[config.mk]
export PLATFORM = sky130hd
export DESIGN_NAME = line_setup_pipe
export DESIGN_NICKNAME = d
export VERILOG_FILES = /design/src/rtl/line_pkg.sv /design/src/rtl/line_setup_pipe_abs.sv /design/src/rtl/line_setup_pipe.sv
export SDC_FILE = /design/constraint.sdc
export NUM_CORES = 1
export LEC_CHECK = 0
export BUFFER_PORTS_ARGS = -buffer_cell sky130_fd_sc_hd__buf_2
export CAP_MARGIN = 20
export CORE_ASPECT_RATIO = 1.25
export CORE_MARGIN = 10
export CORE_UTILIZATION = 64
export CTS_BUF_LIST = sky130_fd_sc_hd__clkbuf_2
export CTS_CLUSTER_SIZE = 24
export DETAILED_ROUTE_END_ITERATION = 6
export PLACE_DENSITY_LB_ADDON = 0.25
export SLEW_MARGIN = 15
export SYNTH_ARGS = -nofsm -noshare
export SYNTH_HDL_FRONTEND = slang
export SYNTH_SLANG_ARGS = --single-unit
[constraint.sdc]
create_clock -name clk -period 13.23 [get_ports clk]
set_input_delay 2.646 -clock clk [delete_from_list [all_inputs] [get_ports clk]]
set_output_delay 2.646 -clock clk [all_outputs]
set_load 0.005 [all_outputs]
[src/rtl/line_pkg.sv]
// Shared widths, the coordinate-width helper and the registered setup-result record
// used by the line setup pipeline.
package line_pkg;
  localparam int X_W_DEF   = 10;
  localparam int Y_W_DEF   = 9;
  // Widest coordinate the result record can carry; instances slice it down to C_W.
  localparam int LINE_CMAX = 16;

  function automatic int c_w(input int xw, input int yw);
    return (xw > yw) ? xw : yw;
  endfunction

  typedef struct packed {
    logic                 is_steep;
    logic                 v_step_neg;
    logic [LINE_CMAX-1:0] start_h;
    logic [LINE_CMAX-1:0] end_h;
    logic [LINE_CMAX-1:0] start_v;
    logic [LINE_CMAX-1:0] end_v;
    logic [LINE_CMAX-1:0] delta_h;
    logic [LINE_CMAX-1:0] delta_v;
    logic [LINE_CMAX:0]   err_init;
  } line_setup_t;
endpackage

[src/rtl/line_setup_pipe_abs.sv]
// Absolute difference |a-b| of two unsigned operands of width W.
module abs #(
  parameter int W = 8
) (
  input  logic [W-1:0] a,
  input  logic [W-1:0] b,
  output logic [W-1:0] y
);
  assign y = (a >= b) ? (a - b) : (b - a);
endmodule

[src/rtl/line_setup_pipe.sv]
// Two-stage Bresenham setup: S1 registers endpoints, |dx|, |dy| and steepness;
// S2 swaps/orders the axes and registers the setup terms. Valid/ready with flush.
module line_setup_pipe
  import line_pkg::*;
#(
  parameter int X_W = X_W_DEF,
  parameter int Y_W = Y_W_DEF,
  parameter int C_W = c_w(X_W, Y_W)
) (
  input  logic                clk,
  input  logic                reset_n,
  input  logic                flush,
  input  logic                in_valid,
  output logic                in_ready,
  input  logic [X_W-1:0]      x0,
  input  logic [X_W-1:0]      x1,
  input  logic [Y_W-1:0]      y0,
  input  logic [Y_W-1:0]      y1,
  output logic                out_valid,
  input  logic                out_ready,
  output logic [C_W-1:0]      start_h,
  output logic [C_W-1:0]      end_h,
  output logic [C_W-1:0]      start_v,
  output logic [C_W-1:0]      end_v,
  output logic [C_W-1:0]      delta_h,
  output logic [C_W-1:0]      delta_v,
  output logic                v_step_neg,
  output logic signed [C_W:0] err_init,
  output logic                is_steep,
  output logic [1:0]          occupancy
);
  localparam int STAGES = 2;

  logic [STAGES:1] vld_pipe;
  logic            s1_ready, s2_ready;
  logic [X_W-1:0]  dx;
  logic [Y_W-1:0]  dy;
  logic [C_W-1:0]  s1_x0, s1_x1, s1_y0, s1_y1, s1_dx, s1_dy;
  logic            s1_steep;
  logic [C_W-1:0]  h0, h1, v0, v1, sh, eh, sv, ev, dh, dv;
  logic [C_W:0]    err;
  logic            swap;
  line_setup_t     res_d, res_q;
  logic            unused_res;

  abs #(.W(X_W)) u_abs_x (.a(x0), .b(x1), .y(dx));
  abs #(.W(Y_W)) u_abs_y (.a(y0), .b(y1), .y(dy));

  assign s2_ready  = !vld_pipe[2] | out_ready;
  assign s1_ready  = !vld_pipe[1] | s2_ready;
  assign in_ready  = s1_ready & !flush;
  assign out_valid = vld_pipe[2];
  assign occupancy = {1'b0, vld_pipe[1]} + {1'b0, vld_pipe[2]};

  always_comb begin
    h0   = s1_steep ? s1_y0 : s1_x0;
    h1   = s1_steep ? s1_y1 : s1_x1;
    v0   = s1_steep ? s1_x0 : s1_y0;
    v1   = s1_steep ? s1_x1 : s1_y1;
    swap = h0 > h1;
    sh   = swap ? h1 : h0;
    eh   = swap ? h0 : h1;
    sv   = swap ? v1 : v0;
    ev   = swap ? v0 : v1;
    // Ordering never changes the spans, so the S1 absolute differences are the deltas.
    dh   = s1_steep ? s1_dy : s1_dx;
    dv   = s1_steep ? s1_dx : s1_dy;
    err  = '0 - {1'b0, dh >> 1};
    res_d            = '0;
    res_d.is_steep   = s1_steep;
    res_d.v_step_neg = ev < sv;
    res_d.start_h    = LINE_CMAX'(sh);
    res_d.end_h      = LINE_CMAX'(eh);
    res_d.start_v    = LINE_CMAX'(sv);
    res_d.end_v      = LINE_CMAX'(ev);
    res_d.delta_h    = LINE_CMAX'(dh);
    res_d.delta_v    = LINE_CMAX'(dv);
    res_d.err_init   = (LINE_CMAX+1)'($signed(err));
  end

  always_ff @(posedge clk or negedge reset_n) begin
    if (!reset_n) begin
      vld_pipe <= '0;
      s1_x0    <= '0;
      s1_x1    <= '0;
      s1_y0    <= '0;
      s1_y1    <= '0;
      s1_dx    <= '0;
      s1_dy    <= '0;
      s1_steep <= 1'b0;
      res_q    <= '0;
    end else if (flush) begin
      vld_pipe <= '0;
    end else begin
      if (s1_ready) vld_pipe[1] <= in_valid;
      if (s2_ready) vld_pipe[2] <= vld_pipe[1];
      if (in_valid && s1_ready) begin
        s1_x0    <= C_W'(x0);
        s1_x1    <= C_W'(x1);
        s1_y0    <= C_W'(y0);
        s1_y1    <= C_W'(y1);
        s1_dx    <= C_W'(dx);
        s1_dy    <= C_W'(dy);
        s1_steep <= C_W'(dy) > C_W'(dx);
      end
      if (vld_pipe[1] && s2_ready) res_q <= res_d;
    end
  end

  assign is_steep   = res_q.is_steep;
  assign v_step_neg = res_q.v_step_neg;
  assign start_h    = res_q.start_h[C_W-1:0];
  assign end_h      = res_q.end_h[C_W-1:0];
  assign start_v    = res_q.start_v[C_W-1:0];
  assign end_v      = res_q.end_v[C_W-1:0];
  assign delta_h    = res_q.delta_h[C_W-1:0];
  assign delta_v    = res_q.delta_v[C_W-1:0];
  assign err_init   = res_q.err_init[C_W:0];
  assign unused_res = ^res_q;
endmodule

==> results.py <==
metrics = {
    "setup_path": {
        "max_stage_delay_ns": 0.30,
        "worstPathCellList": "buf_2, nor2b_1, a21oi_1, buf_2",
        "ff2ff_setup_slack_ns": 8.08,
        "critPathSlowestCell": "nor2b_1",
        "path_max_fanout": 5,
        "reg2reg_depth": 14,
        "reg2reg_to": "v_step_neg",
        "cp.required_ns": 10.58,
        "cp_common_cell": "buf_2",
        "cp-start-kind": "input pin",
        "r2r_start": "s1_steep",
        "worstSetupEndpointType": "output pin",
        "worstSetupPathType": "in -> out",
        "arrival_ns": 3.38,
    },
    "sta": {
        "hold_viol_final": 0,
        "setup_slack_ns": 7.21,
        "rsz0062_at_grt": "false",
        "finalCritPeriodShare_pct": 45.5,
        "maxSlewHeadroom_pct": 29.4,
        "worstMarginPinSlew_ns": 1.06,
        "max_freq_mhz": 166,
        "fin_tns_setup_ns": 0,
        "finalClockSkew_ns": 0.0287,
        "finalSetupViolCount": 0,
        "drv_slew": 0,
        "period_needed_ns": 6.02,
    },
    "clocking": {
        "cts_root_buffer": "clkbuf_2",
        "post_cts_resized": 0,
        "cts.sinks": 131,
        "cts_hold_buf": 0,
        "htreeDepth": 4,
        "insertion_delay_ns": 0.70,
        "cts_tree": "yes",
        "post_cts_buffers": 0,
        "cts_buffers": 17,
        "clockBufferDepth": 2,
        "path_clk_slew_ns": 0.19,
    },
    "yosys": {
        "netlist_area_um2": 8270,
        "synth.top_cell.area_share_pct": 39.7,
        "synthMuxAreaShare_pct": 11.7,
        "synth_edf_count": 0,
        "ys.flop_type": "dfrtp_1",
        "synth_area_per_cell_um2": 9.18,
        "synth.area.top_cells": "dfrtp_1 (40%), ha_1 (10%), nand2_1 (8.4%)",
        "yosys.area.top_type": "dfrtp_1",
        "yosysSeqAreaShare_pct": 39.7,
        "synth_top_family_by_area": "compound AO/OA/AOI/OAI gates",
        "yosys.area_share.simple_pct": 14.1,
        "synth-seq-cells": 131,
        "synthArstFlopShare_pct": 100,
        "synthXorXnorAreaFrac_pct": 2.12,
        "synth_warnings": 0,
        "synth_compound_area_share_pct": 16.0,
        "synthAdderAreaFrac_pct": 11.0,
        "synth_nets": 1013,
        "yosys.cell_types.count": 63,
        "syn_inst": 900,
    },
    "floorplanning": {
        "die_h_um": 147,
        "pin_count": 120,
        "rows": 46,
        "die_area_um2": 17900,
        "die_w_um": 122,
        "coreArea_um2": 12700,
        "start_util_pct": 65.3,
    },
    "min_path": {
        "min_to": "is_steep",
        "worstHoldPathCells": 2,
        "hp-class": "reg -> reg",
        "worst_hold_startpoint": "is_steep",
    },
    "routing": {
        "postRouteAntennaNets": 0,
        "first_iter_violations": 671,
        "first_pass_iters": 7,
        "viasPerCell": 5.83,
        "routedWlPerCell_um": 17.7,
        "drc": 0,
        "wirelength_um": 20700,
        "vias": 6843,
    },
    "final_layout": {
        "fin_util_pct": 72.3,
        "syn2layout_area_growth_pct": 10.7,
        "fin_nets": 1105,
        "fin_cells": 1174,
        "layout_commonest_cell": "nand2_1",
        "fin_area_um2": 9150,
        "fillers": 1075,
        "layout-drive-gt1-share_pct": 21.0,
        "final_cell_mix": "nand2_1 (184), dfrtp_1 (130), buf_2 (118)",
    },
    "global_routing": {
        "grt_pass1_vias": 6759,
        "grt_pass1_wl_um": 34100,
        "grt_use_total_pct": 23.6,
        "globalRouteOverflowTotal": 0,
        "grt_max_degree": 125,
        "antenna_found_initial": 1,
    },
    "placement": {
        "pre_cts_ws_ns": 6.75,
        "hpwl_um": 16200,
        "portBuffers": 119,
        "place_area_um2": 8900,
        "place_inst": 1141,
        "routabilityCongestion": 0.936,
    },
    "pwr": {
        "peakVddDrop_uv": 97.0,
        "power_density_nw_per_um2": 184,
        "cellLeakagePower_nw": 4.60,
    },
    "status": {
        "status": "finished clean",
    },
    "flow_run": {
        "max-cap-violations": 0,
    },
}
## critical path, delay by kind of cell
kind | cells | cell delay [ns]
AO/OA/AOI/OAI | 1 | 0.18
buffers and inverters | 2 | 0.26
AND/OR/NAND/NOR | 1 | 0.30
## metal layers
layer	wire length, um	track usage (%)	vias up
li1	-	-	3307
met1	8760	30.3	3252
met2	9930	37.5	247
met3	1390	5.10	37
met4	641	10.2	0
met5	0	0	-
## state kept, by name (all words and copies together) (netlist names)
register	flops
delta_h	9
s1_x0	10
s1_y1	9
v_step_neg	1
end_v	10
start_v	10
s1_y0	9
s1_dy	9
s1_steep	1
is_steep	1
s1_dx	10
vld_pipe	2
err_init	10
delta_v	10
start_h	10
end_h	10
s1_x1	10
## cells in the mapped netlist (3+ instances only)
cell type,n
nand3_1,8
mux4_2,16
buf_4,5
nor2_1,32
xnor2_1,12
a221oi_1,3
o21ai_1,12
ha_1,66
and3_1,4
a21o_1,12
buf_2,7
dfrtp_1,131
o211ai_1,3
nand4_1,8
nor3_1,7
mux2_2,20
inv_1,54
and2_1,6
a31oi_1,3
nand2_1,185
nor2b_1,7
o21bai_1,3
a21oi_1,45
clkbuf_1,36
o21ai_0,117
xor2_1,8
or3_1,7
mux2i_1,37
fa_1,4
## cell families after synthesis
family | count (synthesis)
buffers and inverters | 107
adder cells (fa/ha/maj) | 70
AND/OR/NAND/NOR | 274
flip-flops | 131
multiplexers | 74
AO/OA/AOI/OAI | 224
XOR/XNOR | 20
## how the worst max path moves through the flow
stage / from / to / slack [ns] / cells past startpoint
2_1_floorplan: x0[0] / s1_steep / 7.24 / 20
3_5_place_dp: x0[0] / s1_steep / 6.75 / 20
4_1_cts: out_ready / in_ready / 7.22 / 4
3_3_place_gp: x0[0] / s1_steep / 6.85 / 20
5_1_grt: out_ready / in_ready / 7.09 / 4
6_report: out_ready / in_ready / 7.21 / 4
## report_power, final
part / internal, mW / switching [mW] / total [mW]
clock network: 0.0883 / 0.157 / 0.245
logic: 0.369 / 0.456 / 0.825
registers: 0.527 / 0.0866 / 0.613
total: 0.984 / 0.699 / 1.68
## stage by stage
| step | power [mW] | hold WS [ns] |
|---|---|---|
| finish | 1.68 | 0.497 |
| global route | 1.83 | 0.519 |
| detailed placement | 1.45 | 0.457 |
| global placement | 1.42 | 0.444 |
| floorplan | 1.17 | 0.463 |
| CTS | 1.69 | 0.500 |
## cell type report
class | instances | area (um^2) | share of cell area, %
clock buffer | 17 | 85.1 | 0.930
tap | 168 | 210 | 2.30
inverter | 55 | 206 | 2.26
multi-input combinational | 662 | 4560 | 49.9
sequential | 131 | 3280 | 35.8
antenna | 1 | 2.50 | 0.0273
clock inverter | 15 | 160 | 1.75
timing repair buffer | 125 | 643 | 7.03
No activity file was read; power rests on OpenSTA's default activity.
